`config.mk`:
```
export PLATFORM = sky130hd
export DESIGN_NAME = rotate_arbiter
export DESIGN_NICKNAME = d
export VERILOG_FILES = /design/src/rtl/rotate_arbiter.sv
export SDC_FILE = /design/constraint.sdc
export NUM_CORES = 1
export LEC_CHECK = 0
export CORE_AREA = 2 2 39 41
export DETAILED_ROUTE_END_ITERATION = 12
export DIE_AREA = 0 0 41 43
export DONT_BUFFER_PORTS = 1
export PLACE_DENSITY = 0.59
export SLEW_MARGIN = 10
export SYNTH_ARGS = -nofsm -noshare
export SYNTH_HDL_FRONTEND = slang
export SYNTH_SLANG_ARGS = --single-unit
```
`constraint.sdc`:
```
create_clock -name clk -period 1.45 [get_ports clk]
set_input_delay 0.29 -clock clk [delete_from_list [all_inputs] [get_ports clk]]
set_output_delay 0.29 -clock clk [all_outputs]
set_load 0.005 [all_outputs]
```
`src/rtl/rotate_arbiter.sv`:
```
// Two-port round-robin arbiter that feeds a shared rotate-right datapath and
// keeps the result in a single output register with a valid/ready handshake.
module rotate_arbiter #(
    parameter int WIDTH = 4,
    localparam int SHW  = $clog2(WIDTH)
) (
    input  logic             clk,
    input  logic             rst,
    input  logic             req0_valid,
    input  logic [WIDTH-1:0] req0_data,
    input  logic [SHW-1:0]   req0_amt,
    output logic             req0_ready,
    input  logic             req1_valid,
    input  logic [WIDTH-1:0] req1_data,
    input  logic [SHW-1:0]   req1_amt,
    output logic             req1_ready,
    output logic             rsp_valid,
    output logic [WIDTH-1:0] rsp_data,
    output logic             rsp_id,
    input  logic             rsp_ready
);

    typedef enum logic {EMPTY = 1'b0, FULL = 1'b1} state_t;

    state_t             r_state, w_state_nxt;
    logic               r_last_grant;
    logic [WIDTH-1:0]   r_data;
    logic               r_id;

    logic               w_can_accept;
    logic               w_gnt0, w_gnt1;
    logic               w_acc0, w_acc1, w_accept;
    logic [WIDTH-1:0]   w_sel_data;
    logic [SHW-1:0]     w_sel_amt;
    logic [2*WIDTH-1:0] w_dbl;
    logic [WIDTH-1:0]   w_rot;

    // Contention goes to whoever did not win the last accepted transfer.
    assign w_gnt0 = req0_valid && (!req1_valid || r_last_grant);
    assign w_gnt1 = req1_valid && (!req0_valid || !r_last_grant);

    assign w_can_accept = (r_state == EMPTY) || rsp_ready;
    assign req0_ready   = !rst && w_can_accept && w_gnt0;
    assign req1_ready   = !rst && w_can_accept && w_gnt1;

    assign w_acc0   = req0_valid && req0_ready;
    assign w_acc1   = req1_valid && req1_ready;
    assign w_accept = w_acc0 || w_acc1;

    assign w_sel_data = w_acc1 ? req1_data : req0_data;
    assign w_sel_amt  = w_acc1 ? req1_amt  : req0_amt;

    // Shifting a doubled copy right leaves the rotated word in the low half.
    assign w_dbl = {w_sel_data, w_sel_data} >> w_sel_amt;
    assign w_rot = w_dbl[WIDTH-1:0];

    always_comb begin
        w_state_nxt = r_state;
        case (r_state)
            EMPTY:   if (w_accept) w_state_nxt = FULL;
            FULL:    if (rsp_ready && !w_accept) w_state_nxt = EMPTY;
            default: w_state_nxt = EMPTY;
        endcase
    end

    always_ff @(posedge clk or posedge rst) begin
        if (rst) begin
            r_state      <= EMPTY;
            r_last_grant <= 1'b1;
            r_data       <= '0;
            r_id         <= 1'b0;
        end else begin
            r_state <= w_state_nxt;
            if (w_accept) begin
                r_data       <= w_rot;
                r_id         <= w_acc1;
                r_last_grant <= w_acc1;
            end
        end
    end

    assign rsp_valid = (r_state == FULL);
    assign rsp_data  = r_data;
    assign rsp_id    = r_id;

endmodule

```
Word level (Yosys, flattened, before mapping)
Cells that the tools add are included.
{ "classes": {"addsub": 0, "n_mul": 0, "n_div": 0, "order_cmp": 0, "n_eq_ne": 0, "n_shift": 1, "mux": 5, "bitwise_logic": 1, "n_reduce_logical": 17} }
{ "ops": {"columns": ["cell", "n"], "rows": [
  ["$logic_and A1 B1 Y1", 8],
  ["$shr A8 B2 Y4", 1],
  ["$logic_not A1 Y1", 5],
  ["$logic_or A1 B1 Y1", 4],
  ["$mux W4", 1],
  ["$mux W1", 2],
  ["$mux W2", 1],
  ["$pmux W1 S2", 1],
  ["$not A1 Y1", 1]
]} }
{ "totals": {"register_bits": 7, "latchBits": 0, "ram_bits": 0, "mem_bits_ro": 0, "inputBits": 17, "output_inout_bits": 8, "n_memories": 0} }

Depth between registers and ports, before layout
Gate-level depths: netlist (run 1).
{ "logic_depth": {"depth_word": 10, "ltp_mapped": 5} }

Worst setup path before layout (run 1)
No wires, ideal clock.
{ "synth_path": {"path_kind": "input -> output", "startpoint": "input port rst", "endpoint": "output port req1_ready", "arrival_ps": 948, "path_slack_ps": 212, "stages": 4, "path_buffers": 1, "cell_sequence": "inv_1 -> nand4_1 -> buf_2 -> inv_1"} }
{ "synth_between": {"elab_chain_cells": 3} }
{ "synth_rtl": {"columns": ["item", "line_no", "rtl"], "rows": [
  ["start: declaration", "8", "input logic rst,"],
  ["$logic_not A1 Y1 (no line)", null, null],
  ["$logic_and A1 B1 Y1 (2 in series)", "44", "assign req1_ready = !rst && w_can_accept && w_gnt1;"],
  ["end: declaration", "16", "output logic req1_ready,"]
]} }
Every way passes these cells.

Final worst setup path (run 1)
{ "layout_path": {"startpoint": "register r_last_grant", "endpoint": "output port req0_ready"} }
{ "layout_between": {"elab_chain_cells": 3} }
{ "layout_rtl": {"columns": ["item", "line_no", "rtl"], "rows": [
  ["start: declaration", "26", "logic r_last_grant;"],
  ["start signal: assignment", "77", "r_last_grant <= w_acc1;"],
  ["$logic_or A1 B1 Y1", "39", "assign w_gnt0 = req0_valid && (!req1_valid || r_last_grant);"],
  ["$logic_and A1 B1 Y1", "39", null],
  ["$logic_and A1 B1 Y1", "43", "assign req0_ready = !rst && w_can_accept && w_gnt0;"],
  ["end: declaration", "12", "output logic req0_ready,"]
]} }
Every way passes these cells.

==> out/qor.yml, run 1 <==
r2r_cells: 4
viasPerCell: 5.26
end_kind: "primary output"
drc_errors: 0
num_rows: 14
clockRootBuffer: "clkbuf_4"
first_pass_iters: 4
synth_area_sq_um: 513
synth_top_cell_by_area: "dfrtp_1"
crit_required_ns: 1.16
relSlewSlack_pct: 87.0
initialDrtViolationCount: 3
numCtsBuffers: 3
tightestPinTransition_ns: 0.190
finalSetupViolations: 0
track_usage_pct: 10.6
syn_avg_cell_area_sq_um: 10.9
cts_max_level: 1
synth_top_area_share_pct: 29.3
layout-drive-gt1-share_pct: 28.3
cts_tree: "yes"
core_sq_um: 1380
ys_seq_area_share_pct: 34.4
final_common_cell: "mux2i_1"
n_antenna_cell: 0
path_max_fanout: 5
rsz0062_at_grt: "no"
initial_utilization_pct: 37.1
fmax_mhz: 747
clockBufferDepth: 2
fin_worst_skew_ns: 0.00292
regArea_sq_um: 176
critPathLaunchType: "register"
die_h_um: 43
layout_common_cells: "mux2i_1 (12), dfrtp_1 (6), nand2_1 (5), buf_4 (5)"
path_class: "reg -> out"
multi_input_area_sq_um: 308
dp.cells: 62
clock_latency_ns: 0.24
finalCritPeriodShare_pct: 92.4
clock-sinks: 7
hpwlAfterDp_um: 711
drt_wl_total_um: 841
cts_hold_buf: 0
p_leak_nw: 0.291
rrSetupSlack_ns: 0.22
hold_violations: 0
clk_pin_slew_ns: 0.05
synth_edf_count: 0
ant_nets: 0
fin_cells: 69
worstReg2RegEnd: "rsp_data[0]"
syn-num-nets: 64
area_delta_synth_final_pct: 13.7
vias: 363
drv_slew: 0
cts_resized: 0
setup_tns_ns: 0
fin_area_sq_um: 583
max_cap_viol_count: 0
ioPinCount: 25
min_period_ns: 1.34
syn_inst: 47
io_buffers: 0
powerDensity_nw_per_um2: 1120
fillers: 128
hp-class: "in -> async"
antenna_found_initial: 0
yosys.cell_types.count: 16
async_flop_share_pct: 100
place_area_sq_um: 534
synth.area.top_cells: "dfrtp_1 (29%), mux2i_1 (23%), mux4_2 (18%), dfstp_2 (5.1%), o2111ai_4 (5.1%)"
grt_max_degree: 12
wl_per_cell_um: 12.2
cp.arrival_ns: 1.05
grt_first_pass_wirelength_um: 1230
yosys_warnings: 0
grt_overflow_total: 0
ys.flop_type: "dfrtp_1"
gp_congestion: 0.657
fp.dieArea_sq_um: 1760
r2r_start: "r_last_grant"
status: "complete, no violations"
die_w_um: 41
fin_util_pct: 42.1
synth-seq-cells: 7
grt_pass1_vias: 356
peakVddDrop_mv: 0.423
final_nets: 71
## routing by layer
layer	global-route usage [%]	up-vias	share of wire (%)
met2	15.6	19	49
met3	2.62	0	12
met4	8.00	0	0
met5	0	-	0
li1	-	183	-
met1	12.4	161	39
## layout make-up
class	instances	area share (%)
clock buffer	4	4.51
timing repair buffer	5	6.44
sequential	7	30.3
inverter	4	2.58
multi-input combinational	33	52.8
tap	16	3.43
## cell families (layout without fill, tap and decap cells)
group | count (synthesis) | after routing | share of synthesized area, %
AO/OA/AOI/OAI | 5 | 5 | 9.03
buffers and inverters | 7 | 13 | 5.61
flip-flops | 7 | 7 | 34.4
multiplexers | 16 | 16 | 41.0
AND/OR/NAND/NOR | 12 | 12 | 10.0
## metrics by stage
step           total power [mW]  hold WS [ns]  setup slack (ns)
2_1_floorplan             0.448         0.130             0.212
3_3_place_gp              0.481         0.298             0.272
3_5_place_dp              0.482         0.288             0.254
4_1_cts                   0.658        0.0182           0.00372
5_1_grt                   0.700        0.0426            0.0351
6_report                  0.654        0.0250             0.111
## cell usage after synthesis (all sizes together), types with 2 or more instances
master	n
nand2	5
nor2	4
mux4	4
dfrtp	6
buf	2
a21oi	4
inv	4
mux2i	12
## worst max-delay path by stage
stage                       from          end  slack [ns]  depth (start not counted)
floorplan                    rst   req1_ready        0.21                          4
global placement       rsp_valid  rsp_data[0]        0.27                          4
detailed placement     rsp_valid  rsp_data[2]        0.25                          4
CTS                    rsp_valid   req0_ready       0.004                          3
global route           rsp_valid   req0_ready        0.04                          3
finish              r_last_grant   req0_ready        0.11                          2
## sequential cells by signal, summed over array words and instances, names as in the netlist
register,cells
rsp_id,1
rsp_data,4
r_last_grant,1
rsp_valid,1
## worst max-delay path, stage by stage, from the launching register on
cell and delay (ns):
dfstp_2 0.56, o2111ai_4 0.14, inv_1 0.11
## power breakdown
part           internal (mW)  total [mW]  switching (mW)  leakage [nW]
clock                  0.105       0.170          0.0656        0.0150
combinational         0.0927       0.166          0.0736         0.197
sequential             0.266       0.318          0.0522        0.0787
## what timing repair did
item | in CTS | in global routing
endpoints found under the hold margin | 0 | 0
endpoints found under the setup margin | 0 | 1
buffers inserted | 0 | 3
Power figures use the tool's default switching activity.
==> inputs of run 2 (changes only) <==
HOLD_SLACK_MARGIN = 0.03   (was not set)
==> out/qor.yml, run 2 (synthesis results as in run 1) <==
status: "complete, no violations"
hpwlAfterDp_um: 711
finalSetupViolations: 0
min_path_cells: 3
relSlewSlack_pct: 87.0
crit_start: "r_last_grant"
track_usage_pct: 10.6
end_kind: "primary output"
first_pass_iters: 4
cts_max_level: 1
crit_required_ns: 1.16
drc_errors: 0
die_h_um: 43
layout_common_cells: "mux2i_1 (12), dfrtp_1 (6), nand2_1 (5), buf_4 (5)"
fp.dieArea_sq_um: 1760
die_w_um: 41
critPathLaunchType: "register"
dp_slack_ns: 0.254
fin_cells: 70
clockBufferDepth: 2
antenna_found_initial: 0
grt_most_used_layer: "met2"
regArea_sq_um: 176
place_area_sq_um: 534
rsz0062_at_grt: "no"
hold_violations: 0
area_delta_synth_final_pct: 15.6
io_buffers: 0
drt_wl_total_um: 840
grt_first_pass_wirelength_um: 1230
r2r_cells: 4
initialDrtViolationCount: 4
numCtsBuffers: 3
clock_latency_ns: 0.24
gp_congestion: 0.657
finalCritPeriodShare_pct: 92.3
peakVddDrop_mv: 0.422
max_cap_viol_count: 0
clock-sinks: 7
fin_area_sq_um: 593
viasPerCell: 5.20
final_nets: 72
fillers: 129
initial_utilization_pct: 37.1
use_met2_pct: 15.6
clockRootBuffer: "clkbuf_4"
hp-class: "in -> reg"
cts_tree: "yes"
r2r_start: "r_last_grant"
use_met3_pct: 2.62
multi_input_area_sq_um: 308
clk_pin_slew_ns: 0.05
vias: 364
min_to: "r_last_grant"
grt_pass1_vias: 358
grt_overflow_total: 0
whs_ns: 0.311
worstHoldStart: "req0_valid"
p_leak_nw: 0.295
dp.cells: 62
fin_util_pct: 42.9
layout_setup_ws_ns: 0.111
finalPower_mw: 0.656
fmax_mhz: 747
ant_nets: 0
worstReg2RegEnd: "rsp_data[0]"
ioPinCount: 25
setup_tns_ns: 0
wl_per_cell_um: 12.0
num_rows: 14
path_max_fanout: 5
min_period_ns: 1.34
core_sq_um: 1380
largest_reg_flops: 4
fin_worst_skew_ns: 0.00292
powerDensity_nw_per_um2: 1110
grt_max_degree: 12
n_antenna_cell: 0
layout-drive-gt1-share_pct: 27.8
drv_slew: 0
path_class: "reg -> out"
final_common_cell: "mux2i_1"
rrSetupSlack_ns: 0.22
use_met1_pct: 12.4
tightestPinTransition_ns: 0.190
cp.arrival_ns: 1.05
## run 2: how the worst max path moves through the flow
stage / end / slack (ns) / depth (start not counted)
finish: req0_ready / 0.11 / 2
global route: req0_ready / 0.04 / 3
CTS: req0_ready / 0.004 / 3
detailed placement: rsp_data[2] / 0.25 / 4
global placement: rsp_data[0] / 0.27 / 4
floorplan: req1_ready / 0.21 / 4
## run 2: layer usage
layer / vias up / wire, um
li1: 185 / -
met1: 164 / 332
met2: 15 / 416
met3: 0 / 91
met4: 0 / 0
met5: - / 0
## run 2: timing repair
item,4_1_cts,5_1_grt
endpoints found under the setup margin,0,1
resized for setup,0,0
endpoints found under the hold margin,7,0
setup buffers,0,3
hold buffers,1,0
## run 2: critical path, cell delays in order (launching register included)
cell       delay (ns)
dfstp_2          0.56
o2111ai_4        0.14
inv_1            0.11
## run 2: final cells by class
cell class / count / share of cell area [%]
timing repair buffer: 6 / 8.02
sequential: 7 / 29.7
clock buffer: 4 / 4.43
inverter: 4 / 2.53
tap: 16 / 3.38
multi-input combinational: 33 / 51.9
## run 2: report_power, final
group | internal [mW] | total, mW | switching [mW]
Clock | 0.105 | 0.170 | 0.0656
Sequential | 0.266 | 0.318 | 0.0521
Combinational | 0.0945 | 0.168 | 0.0739
